<file path="src/rtl/led_level_ctrl_pkg.sv">
// ----------------------------------------------------------------------------
// led_level_pkg
// Shared types and constants for the LED brightness-level generator:
//   state_e      - level FSM states (MANUAL / RAMP_UP / RAMP_DOWN)
//   LEVEL_W      - brightness level width
//   LEVEL_MAX/MIN- saturation bounds of the level
//   GAMMA_TABLE  - 16-entry perceptual gamma map, entry 0 in the low nibble
//   gamma_lookup - indexes GAMMA_TABLE by a linear level
// ----------------------------------------------------------------------------
package led_level_pkg;

    localparam int unsigned LEVEL_W   = 4;
    localparam int unsigned LEVEL_NUM = 16;

    localparam logic [LEVEL_W-1:0] LEVEL_MAX = '1;
    localparam logic [LEVEL_W-1:0] LEVEL_MIN = '0;

    typedef enum logic [1:0] {
        MANUAL    = 2'd0,
        RAMP_UP   = 2'd1,
        RAMP_DOWN = 2'd2
    } state_e;

    // Entries 15..0 from MSB to LSB: 15,13,11,9,7,6,5,4,3,2,2,1,1,1,0,0
    localparam logic [LEVEL_NUM*LEVEL_W-1:0] GAMMA_TABLE = 64'hFDB9_7654_3221_1100;

    function automatic logic [LEVEL_W-1:0] gamma_lookup(input logic [LEVEL_W-1:0] level);
        return GAMMA_TABLE[int'(level)*LEVEL_W +: LEVEL_W];
    endfunction

endpackage

</file>
<file path="src/rtl/led_level_ctrl_if.sv">
// ----------------------------------------------------------------------------
// led_level_ctrl_if
// Button/switch inputs and level outputs of led_level_ctrl.
//   btn_up, btn_down - raw push-buttons (asynchronous, bouncing)
//   mode             - raw slide switch, 0 = manual, 1 = breathe
//   duty_cycle       - level presented to the PWM stage
//   at_max, at_min   - linear level at its upper / lower bound
// master: drives the raw inputs (board / bench side)
// slave : the level generator itself
// ----------------------------------------------------------------------------
interface led_level_ctrl_if;
    import led_level_pkg::*;

    logic               btn_up;
    logic               btn_down;
    logic               mode;
    logic [LEVEL_W-1:0] duty_cycle;
    logic               at_max;
    logic               at_min;

    modport master (
        output btn_up,
        output btn_down,
        output mode,
        input  duty_cycle,
        input  at_max,
        input  at_min
    );

    modport slave (
        input  btn_up,
        input  btn_down,
        input  mode,
        output duty_cycle,
        output at_max,
        output at_min
    );

endinterface

</file>
<file path="src/rtl/led_level_ctrl_btn_debounce.sv">
// ----------------------------------------------------------------------------
// btn_debounce
// Two-flop synchroniser, counter debouncer and rising-edge press pulse.
// Parameter:
//   DB_CYCLES - consecutive differing samples needed before the stable level
//               flips (>= 2)
// Ports:
//   clk     in  system clock
//   reset   in  asynchronous active-high reset
//   btn_raw in  raw asynchronous button
//   press   out one-cycle pulse on each 0->1 flip of the debounced level
// ----------------------------------------------------------------------------
module btn_debounce #(
    parameter int unsigned DB_CYCLES = 500_000
) (
    input  logic clk,
    input  logic reset,
    input  logic btn_raw,
    output logic press
);

    localparam int unsigned CNT_W = $clog2(DB_CYCLES + 1);
    localparam logic [CNT_W-1:0] CNT_LAST = CNT_W'(DB_CYCLES);

    logic             meta_q;
    logic             sync_q;
    logic             stable_q, stable_d;
    logic [CNT_W-1:0] cnt_q, cnt_d;
    logic             press_q, press_d;

    // Count while the synchronised input disagrees; flip once the count is full
    always_comb begin
        stable_d = stable_q;
        cnt_d    = '0;
        press_d  = 1'b0;
        if (sync_q != stable_q) begin
            if (cnt_q == CNT_LAST) begin
                stable_d = sync_q;
                press_d  = sync_q;
            end else begin
                cnt_d = cnt_q + CNT_W'(1);
            end
        end
    end

    always_ff @(posedge clk or posedge reset) begin
        if (reset) begin
            meta_q   <= 1'b0;
            sync_q   <= 1'b0;
            stable_q <= 1'b0;
            cnt_q    <= '0;
            press_q  <= 1'b0;
        end else begin
            meta_q   <= btn_raw;
            sync_q   <= meta_q;
            stable_q <= stable_d;
            cnt_q    <= cnt_d;
            press_q  <= press_d;
        end
    end

    assign press = press_q;

endmodule

</file>
<file path="src/rtl/led_level_ctrl.sv">
// ----------------------------------------------------------------------------
// led_level_ctrl
// Brightness-level generator feeding a PWM dimmer. Manual mode steps a
// saturating 4-bit level with two debounced buttons; breathe mode ramps the
// level 0..15..0 with one step every STEP_DIV cycles.
// Parameters:
//   STEP_DIV  - clock cycles per level step in breathe mode (>= 2)
//   DB_CYCLES - debounce length for the buttons (>= 2)
// Ports:
//   clk   in  system clock
//   reset in  asynchronous active-high reset
//   io        led_level_ctrl_if.slave (btn_up, btn_down, mode in;
//             duty_cycle, at_max, at_min out)
// Build option:
//   LED_LEVEL_GAMMA_EN - duty_cycle is the level mapped through the gamma
//                        table, one extra cycle of latency; at_max/at_min
//                        still follow the linear level.
// ----------------------------------------------------------------------------
module led_level_ctrl
    import led_level_pkg::*;
#(
    parameter int unsigned STEP_DIV  = 1_000_000,
    parameter int unsigned DB_CYCLES = 500_000
) (
    input  logic             clk,
    input  logic             reset,
    led_level_ctrl_if.slave  io
);

    localparam int unsigned      PRESC_W    = (STEP_DIV > 2) ? $clog2(STEP_DIV) : 1;
    localparam logic [PRESC_W-1:0] PRESC_LAST = PRESC_W'(STEP_DIV - 1);

    logic press_up;
    logic press_down;
    logic mode_meta_q;
    logic mode_sync_q;

    state_e               state_q, state_d;
    logic [LEVEL_W-1:0]   level_q, level_d;
    logic [PRESC_W-1:0]   presc_q, presc_d;
    logic                 at_max_q, at_max_d;
    logic                 at_min_q, at_min_d;

    btn_debounce #(.DB_CYCLES(DB_CYCLES)) u_db_up (
        .clk     (clk),
        .reset   (reset),
        .btn_raw (io.btn_up),
        .press   (press_up)
    );

    btn_debounce #(.DB_CYCLES(DB_CYCLES)) u_db_down (
        .clk     (clk),
        .reset   (reset),
        .btn_raw (io.btn_down),
        .press   (press_down)
    );

    // Mode switch is only synchronised; a bounce merely delays the ramp entry
    always_ff @(posedge clk or posedge reset) begin
        if (reset) begin
            mode_meta_q <= 1'b0;
            mode_sync_q <= 1'b0;
        end else begin
            mode_meta_q <= io.mode;
            mode_sync_q <= mode_meta_q;
        end
    end

    // Level FSM: mode changes win over ramp ticks and button presses
    always_comb begin
        state_d = state_q;
        level_d = level_q;
        presc_d = presc_q;

        case (state_q)
            MANUAL: begin
                if (mode_sync_q) begin
                    state_d = (level_q == LEVEL_MAX) ? RAMP_DOWN : RAMP_UP;
                    presc_d = '0;
                end else if (press_up && !press_down) begin
                    if (level_q != LEVEL_MAX) level_d = level_q + LEVEL_W'(1);
                end else if (press_down && !press_up) begin
                    if (level_q != LEVEL_MIN) level_d = level_q - LEVEL_W'(1);
                end
            end

            RAMP_UP: begin
                if (!mode_sync_q) begin
                    state_d = MANUAL;
                    presc_d = '0;
                end else if (presc_q == PRESC_LAST) begin
                    presc_d = '0;
                    if (level_q != LEVEL_MAX) level_d = level_q + LEVEL_W'(1);
                    if (level_d == LEVEL_MAX) state_d = RAMP_DOWN;
                end else begin
                    presc_d = presc_q + PRESC_W'(1);
                end
            end

            RAMP_DOWN: begin
                if (!mode_sync_q) begin
                    state_d = MANUAL;
                    presc_d = '0;
                end else if (presc_q == PRESC_LAST) begin
                    presc_d = '0;
                    if (level_q != LEVEL_MIN) level_d = level_q - LEVEL_W'(1);
                    if (level_d == LEVEL_MIN) state_d = RAMP_UP;
                end else begin
                    presc_d = presc_q + PRESC_W'(1);
                end
            end

            default: begin
                state_d = MANUAL;
                presc_d = '0;
            end
        endcase

        // Flags track the next level so they line up with the registered level
        at_max_d = (level_d == LEVEL_MAX);
        at_min_d = (level_d == LEVEL_MIN);
    end

    always_ff @(posedge clk or posedge reset) begin
        if (reset) begin
            state_q  <= MANUAL;
            level_q  <= '0;
            presc_q  <= '0;
            at_max_q <= 1'b0;
            at_min_q <= 1'b1;
        end else begin
            state_q  <= state_d;
            level_q  <= level_d;
            presc_q  <= presc_d;
            at_max_q <= at_max_d;
            at_min_q <= at_min_d;
        end
    end

    assign io.at_max = at_max_q;
    assign io.at_min = at_min_q;

`ifdef LED_LEVEL_GAMMA_EN
    logic [LEVEL_W-1:0] duty_q, duty_d;

    // Registered gamma map of the linear level
    always_comb begin
        duty_d = gamma_lookup(level_q);
    end

    always_ff @(posedge clk or posedge reset) begin
        if (reset) begin
            duty_q <= '0;
        end else begin
            duty_q <= duty_d;
        end
    end

    assign io.duty_cycle = duty_q;
`else
    assign io.duty_cycle = level_q;
`endif

endmodule

</file>
<file path="src/flat_wrapper.sv">
// flat-port wrapper written by rule: the top's interface ports become plain ports
module led_level_ctrl_flat import led_level_pkg::*;
#(
    parameter int unsigned STEP_DIV  = 1_000_000,
    parameter int unsigned DB_CYCLES = 500_000
)
  (clk, reset, io_btn_up, io_btn_down, io_mode, io_duty_cycle, io_at_max, io_at_min);
  led_level_ctrl_if io_i ();
  input  logic clk;
  input  logic reset;
  input wire logic [$bits(io_i.btn_up)-1:0] io_btn_up;
  input wire logic [$bits(io_i.btn_down)-1:0] io_btn_down;
  input wire logic [$bits(io_i.mode)-1:0] io_mode;
  output wire logic [$bits(io_i.duty_cycle)-1:0] io_duty_cycle;
  output wire logic [$bits(io_i.at_max)-1:0] io_at_max;
  output wire logic [$bits(io_i.at_min)-1:0] io_at_min;
  assign io_i.btn_up = io_btn_up;
  assign io_i.btn_down = io_btn_down;
  assign io_i.mode = io_mode;
  assign io_duty_cycle = io_i.duty_cycle;
  assign io_at_max = io_i.at_max;
  assign io_at_min = io_i.at_min;
  led_level_ctrl #(.STEP_DIV(STEP_DIV), .DB_CYCLES(DB_CYCLES)) u_core (.clk(clk), .reset(reset), .io(io_i));
endmodule
</file>
<file path="config.mk">
export PLATFORM = sky130hd
export DESIGN_NAME = led_level_ctrl_flat
export DESIGN_NICKNAME = d
export VERILOG_FILES = /design/src/rtl/led_level_ctrl_pkg.sv /design/src/rtl/led_level_ctrl_if.sv /design/src/rtl/led_level_ctrl_btn_debounce.sv /design/src/rtl/led_level_ctrl.sv /design/src/flat_wrapper.sv
export SDC_FILE = /design/constraint.sdc
export NUM_CORES = 1
export LEC_CHECK = 0
export ABC_CLOCK_PERIOD_IN_PS = 5700
export CORE_ASPECT_RATIO = 1.2
export CORE_MARGIN = 1.5
export CORE_UTILIZATION = 39
export DETAILED_ROUTE_END_ITERATION = 8
export PLACE_DENSITY = 0.55
export SLEW_MARGIN = 20
export SYNTH_ARGS = -nofsm -noshare
export SYNTH_HDL_FRONTEND = slang
export SYNTH_SLANG_ARGS = --single-unit
</file>
<file path="constraint.sdc">
create_clock -name clk -period 5.7 [get_ports clk]
set_clock_uncertainty 0.15 [all_clocks]
set_input_delay 1.14 -clock clk [delete_from_list [all_inputs] [get_ports clk]]
set_output_delay 1.14 -clock clk [all_outputs]
set_load 0.01 [all_outputs]
</file>
==> results.py, run 1 <==
metrics = {
    "critical_path": {
        "startpoint_type": "register",
        "critical_path_class": "reg -> out",
        "max_stage_delay_ns": 0.66,
        "cp_cell_sequence": "clkdlybuf4s50_1",
        "crit_family": "flip-flops",
        "r2r_cells": 8,
        "end_kind": "output pin",
        "cp_num_buf_inv": 1,
        "path_max_fanout": 17,
        "cp_data_required_time_ns": 4.41,
        "cp.arrival_ns": 1.63,
        "critical_path_depth": 1,
        "cp_slowest_cell": "dfrtp_1",
    },
    "synth": {
        "syn-num-nets": 469,
        "async_flop_share": 1.00,
        "synth_edf_count": 0,
        "synth_flop_cell": "dfrtp_1",
        "avgSynthCellArea_um2": 9.13,
        "synth-seq-area-share": 0.460,
        "yosys_warnings": 0,
        "synthCells": 453,
        "syn_area_mm2": 0.00414,
        "synth_cell_types": 56,
        "ys_seq_elements": 76,
    },
    "clocking": {
        "cts_root_buf": "clkbuf_16",
        "cts_sinks": 76,
        "clock_path_buffers": 2,
        "cts_tree": "done",
        "cts_hold_buf": 0,
        "clk_latency_ns": 0.34,
        "htree_levels": 3,
        "cts_setup_buffers": 0,
        "clk_pin_slew_ns": 0.06,
        "cts_buffers": 9,
        "post_cts_resized": 0,
    },
    "floorplanning": {
        "num_rows": 41,
        "dieArea_mm2": 0.0112,
        "die_h_um": 116,
        "core_mm2": 0.0104,
        "io_pins": 11,
        "initial_utilization": 0.397,
        "die_w_um": 97,
    },
    "global_route": {
        "met2_usage": 0.274,
        "grt_antenna_before_repair": 0,
        "grt_pass1_wl_mm": 15.0,
        "overflow": 0,
        "gr-usage-met1": 0.207,
        "grtUsageTotal": 0.165,
        "top_usage_layer": "met2",
        "grt_max_degree": 52,
        "grt_use_met3": 0.0277,
        "first_global_vias": 3233,
    },
    "drt": {
        "post_drt_via_cell_ratio": 5.49,
        "ant_nets": 0,
        "drc": 0,
        "dr.pass1.iters": 5,
        "drt_iter0_markers": 152,
        "wl_mm": 8.44,
        "post_drt_wl_per_cell_um": 14.3,
        "vias": 3252,
    },
    "sta": {
        "period_minus_slack_ns": 2.92,
        "timing.fmax_ghz": 0.343,
        "setup_slack_ns": 2.78,
        "rsz0062_at_grt": "no",
        "min_period_over_period": 0.512,
        "hold_viol_final": 0,
        "setup_violations": 0,
        "slew_headroom": 0.408,
        "drv_slew": 0,
        "fin_setup_tns_ns": 0,
        "tightestPinTransition_ns": 0.888,
        "hold_ws_ns": 0.202,
    },
    "status": {
        "status": "finished clean",
    },
    "hold_path": {
        "min_path_type": "reg -> reg",
        "min_path_cells": 0,
    },
    "pwr": {
        "ir_drop_v": 0.000173,
        "total_power_w": 0.00154,
        "leakage_nw": 1.93,
        "p_per_area_mw_per_mm2": 332,
    },
    "placement": {
        "dp.cells": 577,
        "dp_hpwl_mm": 5.82,
        "portBuffers": 10,
        "pre_cts_ws_ns": 2.88,
        "place_congestion": 0.837,
    },
    "job": {
        "drv_cap": 0,
    },
    "final_layout": {
        "fin_nets": 475,
        "layout-drive-gt1-share": 0.0691,
        "antenna_cells": 0,
        "syn2layout_area_growth_pct": 12.6,
        "layoutNonFillerInstCount": 592,
    },
}
[area by class of cell]
cell class / instances / area [um2]
Sequential cell: 76 / 1900
Multi-Input combinational cell: 343 / 2100
Tap cell: 129 / 161
Fill cell: 1015 / 5760
Timing Repair Buffer: 13 / 123
Clock inverter: 5 / 77.6
Clock buffer: 10 / 229
Inverter: 16 / 61.3
[cells in the mapped netlist, drive strengths merged, types with 2 or more instances]
master  number  area [um2]
a211o        2        17.5
a21oi        8        40.0
a31oi       10        62.6
a32o         3        30.0
a32oi        2        17.5
and2         2        12.5
and3        11        68.8
and4         2        17.5
buf          4        17.5
clkbuf      14        52.6
dfrtp       75        1880
ha          11         138
inv         16        60.1
mux2         5        56.3
nand2       35         131
nand2b       3        18.8
nand3       29         145
nand4       10        62.6
nor2        73         274
nor2b        4        25.0
nor3         8        40.0
nor3b        4        30.0
nor4        11        68.8
nor4b        3        32.5
o211ai       2        15.0
o21ai       32         160
o31ai        4        30.0
o41ai        3        26.3
or2          3        21.3
or4          4        33.8
xnor2       19         166
xor2        23         201
[where the power goes]
group,switching (W),internal (W)
Combinational,0.000217,0.000139
Sequential,0.0000310,0.000567
Clock,0.000211,0.000379
Total,0.000459,0.00109
[kinds of logic after synthesis]
group | after synthesis | synth area share
DFF | 76 | 0.460
adders and majority gates | 11 | 0.0333
xor gates and xnor gates | 42 | 0.0890
and+or+nand+nor | 209 | 0.252
muxes | 6 | 0.0160
buffers and inverters | 34 | 0.0315
AOI/OAI and AO/OA | 75 | 0.118
[cells in the final DEF (no fill, tap or decap), types with 11 or more instances in the layout]
cell type	count
dfrtp_1	75
xor2_1	23
nor2_1	73
nor4_1	11
and3_1	11
nand2_1	35
nand3_1	29
xnor2_1	19
inv_1	15
ha_1	11
o21ai_0	31
[per-layer routing]
metal	part of all wire	vias up
met4	0.027	0
met5	0	-
met2	0.48	58
met1	0.46	1575
li1	-	1603
met3	0.031	16
[registers in the layout (all words and copies together) (netlist names), 2 cells and up]
name,cells
u_core.presc_q,20
u_core.u_db_down.cnt_q,19
u_core.io.duty_cycle,4
u_core.state_q,2
u_core.u_db_up.cnt_q,19
[stage by stage]
| step | area [um2] | util |
|---|---|---|
| 3_3_place_gp | 4350 | 0.418 |
| 2_1_floorplan | 4140 | - |
| 4_1_cts | 4660 | 0.447 |
| 6_report | 4660 | 0.447 |
| 5_1_grt | 4660 | 0.447 |
| 3_5_place_dp | 4350 | 0.418 |
[path summary, 6_finish.rpt]
kind | from | slack (ns) | endpoint
worst max-delay path | u_core.io.duty_cycle[3] | 2.78 | io_duty_cycle[3]
worst min-delay path | u_core.u_db_down.meta_q | 0.20 | u_core.u_db_down.sync_q
worst max register to register | u_core.io.duty_cycle[1] | 2.86 | u_core.io.at_min
worst min register to register | u_core.u_db_down.meta_q | 0.20 | u_core.u_db_down.sync_q
max in group asynchronous | reset | 3.35 | u_core.io.at_min
min in group asynchronous | reset | 1.13 | u_core.state_q[1]
Power figures use the tool's default switching activity.
==> run 2: changes to the inputs <==
ABC_CLOCK_PERIOD_IN_PS = 2900   (was 5700)
clock period = 2.9 ns   (was 5.7 ns; I/O delays follow)
==> results.py, run 2 (same netlist as run 1, synthesis figures left out) <==
metrics = {
    "clocking": {
        "clk_pin_slew_ns": 0.06,
        "htree_levels": 3,
        "cts_setup_buffers": 0,
        "clk_latency_ns": 0.33,
        "cts_buffers": 9,
        "cts_tree": "done",
        "cts_root_buf": "clkbuf_16",
        "cts_hold_buf": 0,
        "post_cts_resized": 0,
        "clock_path_buffers": 2,
        "cts_sinks": 76,
    },
    "sta": {
        "period_minus_slack_ns": 2.66,
        "fin_setup_tns_ns": 0,
        "setup_violations": 0,
        "rsz0062_at_grt": "no",
        "slew_headroom": 0.619,
        "hold_viol_final": 0,
        "drv_slew": 0,
        "tightestPinTransition_ns": 0.570,
        "timing.fmax_ghz": 0.376,
        "min_period_over_period": 0.916,
        "setup_slack_ns": 0.243,
    },
    "final_layout": {
        "nFillCells": 1020,
        "antenna_cells": 0,
        "largest_register_ffs": 20,
        "final_cell_mix": "dfrtp_1, nor2_1, nand2_1",
        "top_regs": "u_core.presc_q: 20 flops, u_core.u_db_down.cnt_q: 19 flops, u_core.u_db_up.cnt_q: 19 flops",
        "fin_util": 0.452,
        "final_common_cell": "dfrtp_1",
        "regMostFlops": "u_core.presc_q",
        "layout-drive-gt1-share": 0.0826,
        "syn2layout_area_growth_pct": 13.8,
        "fin_nets": 483,
    },
    "critical_path": {
        "startpoint_type": "register",
        "end_kind": "register",
        "cp_data_required_time_ns": 2.97,
        "cp_cell_sequence": "or4_1 -> or4_4 -> or2_4 -> nor4b_2 -> o21ai_1 -> mux2_1",
        "max_stage_delay_ns": 0.54,
        "cp.arrival_ns": 2.72,
        "critical_path_class": "reg -> reg",
        "cp_slowest_cell": "or4_1",
        "path_max_fanout": 6,
        "cp_num_buf_inv": 0,
        "regToRegSetupSlack_ns": 0.24,
        "crit_family": "simple AND/OR/NAND/NOR gates",
    },
    "status": {
        "status": "finished clean",
    },
    "pwr": {
        "p_int_w": 0.00205,
        "swShare": 0.302,
        "p_per_area_mw_per_mm2": 625,
        "p_clk_frac": 0.355,
        "leakage_nw": 1.96,
        "p_seq_frac": 0.393,
        "ir_drop_v": 0.000404,
        "comb_power_share": 0.251,
        "power.net_switching_w": 0.000889,
    },
    "hold_path": {
        "min_path_type": "reg -> reg",
    },
    "floorplanning": {
        "die_h_um": 116,
        "io_pins": 11,
        "die_w_um": 97,
        "initial_utilization": 0.397,
        "dieArea_mm2": 0.0112,
        "num_rows": 41,
        "core_mm2": 0.0104,
    },
    "drt": {
        "drc": 0,
        "drt_iter0_markers": 134,
        "wl_mm": 8.22,
        "ant_nets": 0,
        "post_drt_wl_per_cell_um": 13.7,
        "dr.pass1.iters": 4,
        "vias": 3235,
        "post_drt_via_cell_ratio": 5.38,
    },
    "global_route": {
        "grt_pass1_wl_mm": 14.6,
        "grt_max_degree": 29,
        "grtUsageTotal": 0.160,
        "grt_antenna_before_repair": 0,
        "first_global_vias": 3059,
        "overflow": 0,
    },
    "placement": {
        "portBuffers": 10,
        "pre_cts_ws_ns": 0.225,
        "place_congestion": 0.876,
        "dp_hpwl_mm": 5.77,
    },
    "job": {
        "drv_cap": 0,
    },
}
-- run 2: cell count changes in the layout (fill, tap and decap cells not counted), sizes merged --
cell,change
clkinvlp,-1
buf,+8
bufinv,-2
clkbuf,+5
clkinv,-1
-- run 2: metrics by stage --
stage,cells,hold slack (ns),total power (W),instance area [um2]
3_3_place_gp,585,0.184,0.00191,4420
4_1_cts,601,0.198,0.00298,4710
6_report,601,0.201,0.00294,4710
5_1_grt,601,0.206,0.00312,4710
3_5_place_dp,585,0.186,0.00191,4420
2_1_floorplan,453,0.181,0.00171,4140
-- run 2: layout make-up --
class	count	area (um2)	area share
multi-input combinational	343	2100	0.447
sequential	76	1900	0.404
clock buffer	15	278	0.0590
timing repair buffer	21	195	0.0415
tap	129	161	0.0343
inverter	16	61.3	0.0130
clock inverter	1	5.00	0.00106
-- run 2: path summary, 6_finish.rpt --
kind | to | start | cells after the start
setup / recovery | u_core.state_q[0] | u_core.presc_q[7] | 6
hold / removal | u_core.u_db_down.sync_q | u_core.u_db_down.meta_q | 0
setup reg to reg | u_core.state_q[0] | u_core.presc_q[7] | 6
hold reg to reg | u_core.u_db_down.sync_q | u_core.u_db_down.meta_q | 0
max in group asynchronous | u_core.io.at_min | reset | 3
min in group asynchronous | u_core.state_q[1] | reset | 2
-- run 2: routing by layer --
| layer | GRT usage | share of wire | wire, um |
|---|---|---|---|
| met1 | 0.210 | 0.48 | 3940 |
| met2 | 0.258 | 0.47 | 3840 |
| met3 | 0.0332 | 0.033 | 274 |
| met4 | 0.0744 | 0.021 | 170 |
| met5 | 0 | 0 | 0 |
-- run 2: power groups by stage --
stage	registers, W	clock network [W]	logic [W]
2_1_floorplan	0.00117	0	0.000534
3_3_place_gp	0.00117	0	0.000738
3_5_place_dp	0.00118	0	0.000734
4_1_cts	0.00116	0.00108	0.000742
5_1_grt	0.00117	0.00112	0.000836
6_report	0.00116	0.00105	0.000739
==> run 3: changes to the inputs <==
ABC_CLOCK_PERIOD_IN_PS = 2300   (was 2900)
PLACE_DENSITY = 0.57   (was 0.55)
clock period = 2.3 ns   (was 2.9 ns; I/O delays follow)
==> results.py, run 3 (same netlist as run 1, synthesis figures left out) <==
metrics = {
    "status": {
        "status": "finished with violations",
        "violations": "setup timing",
    },
    "clocking": {
        "cts_sinks": 76,
        "htree_levels": 3,
        "cts_hold_buf": 0,
        "clock_path_buffers": 2,
        "cts_root_buf": "clkbuf_16",
        "clk_pin_slew_ns": 0.06,
        "clk_latency_ns": 0.33,
        "cts_buffers": 9,
        "cts_tree": "done",
    },
    "global_route": {
        "grt_pass1_wl_mm": 15.2,
        "grt_max_degree": 31,
        "overflow": 0,
        "grt_antenna_before_repair": 0,
        "first_global_vias": 3283,
        "grtUsageTotal": 0.167,
    },
    "critical_path": {
        "cp_num_buf_inv": 0,
        "cp_cell_sequence": "or4_1 -> or4_4 -> or2_4 -> nor4b_4 -> o21ai_2 -> mux2_1",
        "path_max_fanout": 4,
        "cp_slowest_cell": "or4_1",
        "max_stage_delay_ns": 0.51,
        "regToRegSetupSlack_ns": -0.28,
        "end_kind": "register",
        "cp_data_required_time_ns": 2.36,
        "startpoint_type": "register",
        "critical_path_class": "reg -> reg",
        "cp.arrival_ns": 2.64,
        "crit_family": "simple AND/OR/NAND/NOR gates",
    },
    "final_layout": {
        "seq_area_mm2": 0.00190,
        "regMostFlops": "u_core.presc_q",
        "fin_util": 0.499,
        "antenna_cells": 0,
        "final_cell_mix": "dfrtp_1, nor2_1, buf_4",
        "layout-drive-gt1-share": 0.198,
        "fin_nets": 525,
        "syn2layout_area_growth_pct": 25.8,
        "nFillCells": 980,
        "top_regs": "u_core.presc_q: 20 flops, u_core.u_db_down.cnt_q: 19 flops, u_core.u_db_up.cnt_q: 19 flops",
        "multi_input_area_mm2": 0.00223,
        "largest_register_ffs": 20,
        "final_common_cell": "dfrtp_1",
        "layoutNonFillerInstCount": 643,
    },
    "drt": {
        "drc": 0,
        "ant_nets": 0,
        "post_drt_wl_per_cell_um": 14.0,
        "post_drt_via_cell_ratio": 5.36,
        "dr.pass1.iters": 4,
        "drt_iter0_markers": 223,
        "vias": 3449,
        "wl_mm": 8.99,
    },
    "floorplanning": {
        "core_mm2": 0.0104,
        "initial_utilization": 0.397,
        "io_pins": 11,
        "die_w_um": 97,
        "num_rows": 41,
        "dieArea_mm2": 0.0112,
        "die_h_um": 116,
    },
    "sta": {
        "setup_slack_ns": -0.280,
        "drv_slew": 0,
        "period_minus_slack_ns": 2.58,
        "tightestPinTransition_ns": 0.629,
        "slew_headroom": 0.577,
        "min_period_over_period": 1.12,
        "rsz0062_at_grt": "yes",
        "hold_viol_final": 0,
        "timing.fmax_ghz": 0.388,
        "setup_violations": 20,
    },
    "pwr": {
        "power.net_switching_w": 0.00127,
        "p_clk_frac": 0.325,
        "swShare": 0.311,
        "total_power_w": 0.00408,
        "p_int_w": 0.00281,
        "p_per_area_mw_per_mm2": 784,
        "comb_power_share": 0.316,
        "p_seq_frac": 0.358,
        "ir_drop_v": 0.000465,
        "leakage_nw": 2.22,
    },
    "placement": {
        "dp_hpwl_mm": 6.15,
        "dp.cells": 617,
        "place_congestion": 0.924,
        "portBuffers": 10,
    },
    "hold_path": {
        "min_path_type": "reg -> reg",
    },
    "job": {
        "drv_cap": 0,
    },
}
[run 3: changes by cell type in the layout (fill, tap and decap cells not counted), moves of 2 or more]
cell,delta
buf_4,+34
buf_6,+7
clkbuf_1,-3
clkinvlp_4,+2
inv_1,-2
nor2_1,-4
nor2_2,+2
nor2_4,+2
nor4_1,-2
o21ai_0,-26
o21ai_1,+21
o21ai_2,+5
[run 3: area by class of cell]
class / count / area share
Clock buffer: 12 / 0.0512
Clock inverter: 4 / 0.00433
Inverter: 16 / 0.0137
Multi-Input combinational cell: 343 / 0.428
Sequential cell: 76 / 0.366
Tap cell: 129 / 0.0310
Timing Repair Buffer: 63 / 0.106
[run 3: power groups by stage]
stage               Combinational (W)  Clock (W)  Sequential (W)
global route                  0.00142    0.00142         0.00147
floorplan                    0.000758          0         0.00148
global placement              0.00103          0         0.00148
CTS                           0.00114    0.00137         0.00146
finish                        0.00129    0.00133         0.00146
detailed placement            0.00103          0         0.00149
[run 3: what timing repair did]
item                       4_1_cts  5_1_grt
buffers inserted                 3        6
cloned                           1        1
pin swaps                        4        9
setup endpoints to repair       21       35
resized for setup               14       29
[run 3: final timing paths]
check | startpoint | to | cells past startpoint
setup reg to reg | u_core.presc_q[7] | u_core.state_q[1] | 6
hold / removal | u_core.u_db_down.meta_q | u_core.u_db_down.sync_q | 0
hold reg to reg | u_core.u_db_down.meta_q | u_core.u_db_down.sync_q | 0
min in group asynchronous | reset | u_core.u_db_up.meta_q | 2
setup / recovery | u_core.presc_q[7] | u_core.state_q[1] | 6
max in group asynchronous | reset | u_core.io.at_min | 3
[run 3: per-stage QoR]
| step | setup TNS [ns] | cell area, um2 | setup WS (ns) | hold slack (ns) |
|---|---|---|---|---|
| CTS | -1.66 | 5050 | -0.267 | 0.197 |
| finish | -1.90 | 5200 | -0.280 | 0.196 |
| floorplan | -2.10 | 4210 | -0.242 | 0.181 |
| global route | -4.43 | 5200 | -0.368 | 0.205 |
| detailed placement | -2.13 | 4700 | -0.265 | 0.185 |
| global placement | -1.56 | 4700 | -0.220 | 0.182 |
[run 3: routing by layer]
metal | track usage | vias to the layer above | routed length (um)
met5 | 0 | - | 0
met4 | 0.0715 | 0 | 170
met3 | 0.0283 | 12 | 230
met2 | 0.280 | 64 | 4400
met1 | 0.214 | 1664 | 4190
li1 | - | 1709 | -
[run 3: worst reg2reg max path: cells and delay by family (launching register included)]
family | cells | cell delay, ns
AO/OA/AOI/OAI | 1 | 0.11
flip-flops | 1 | 0.38
multiplexers | 1 | 0.31
AND/OR/NAND/NOR | 4 | 1.52
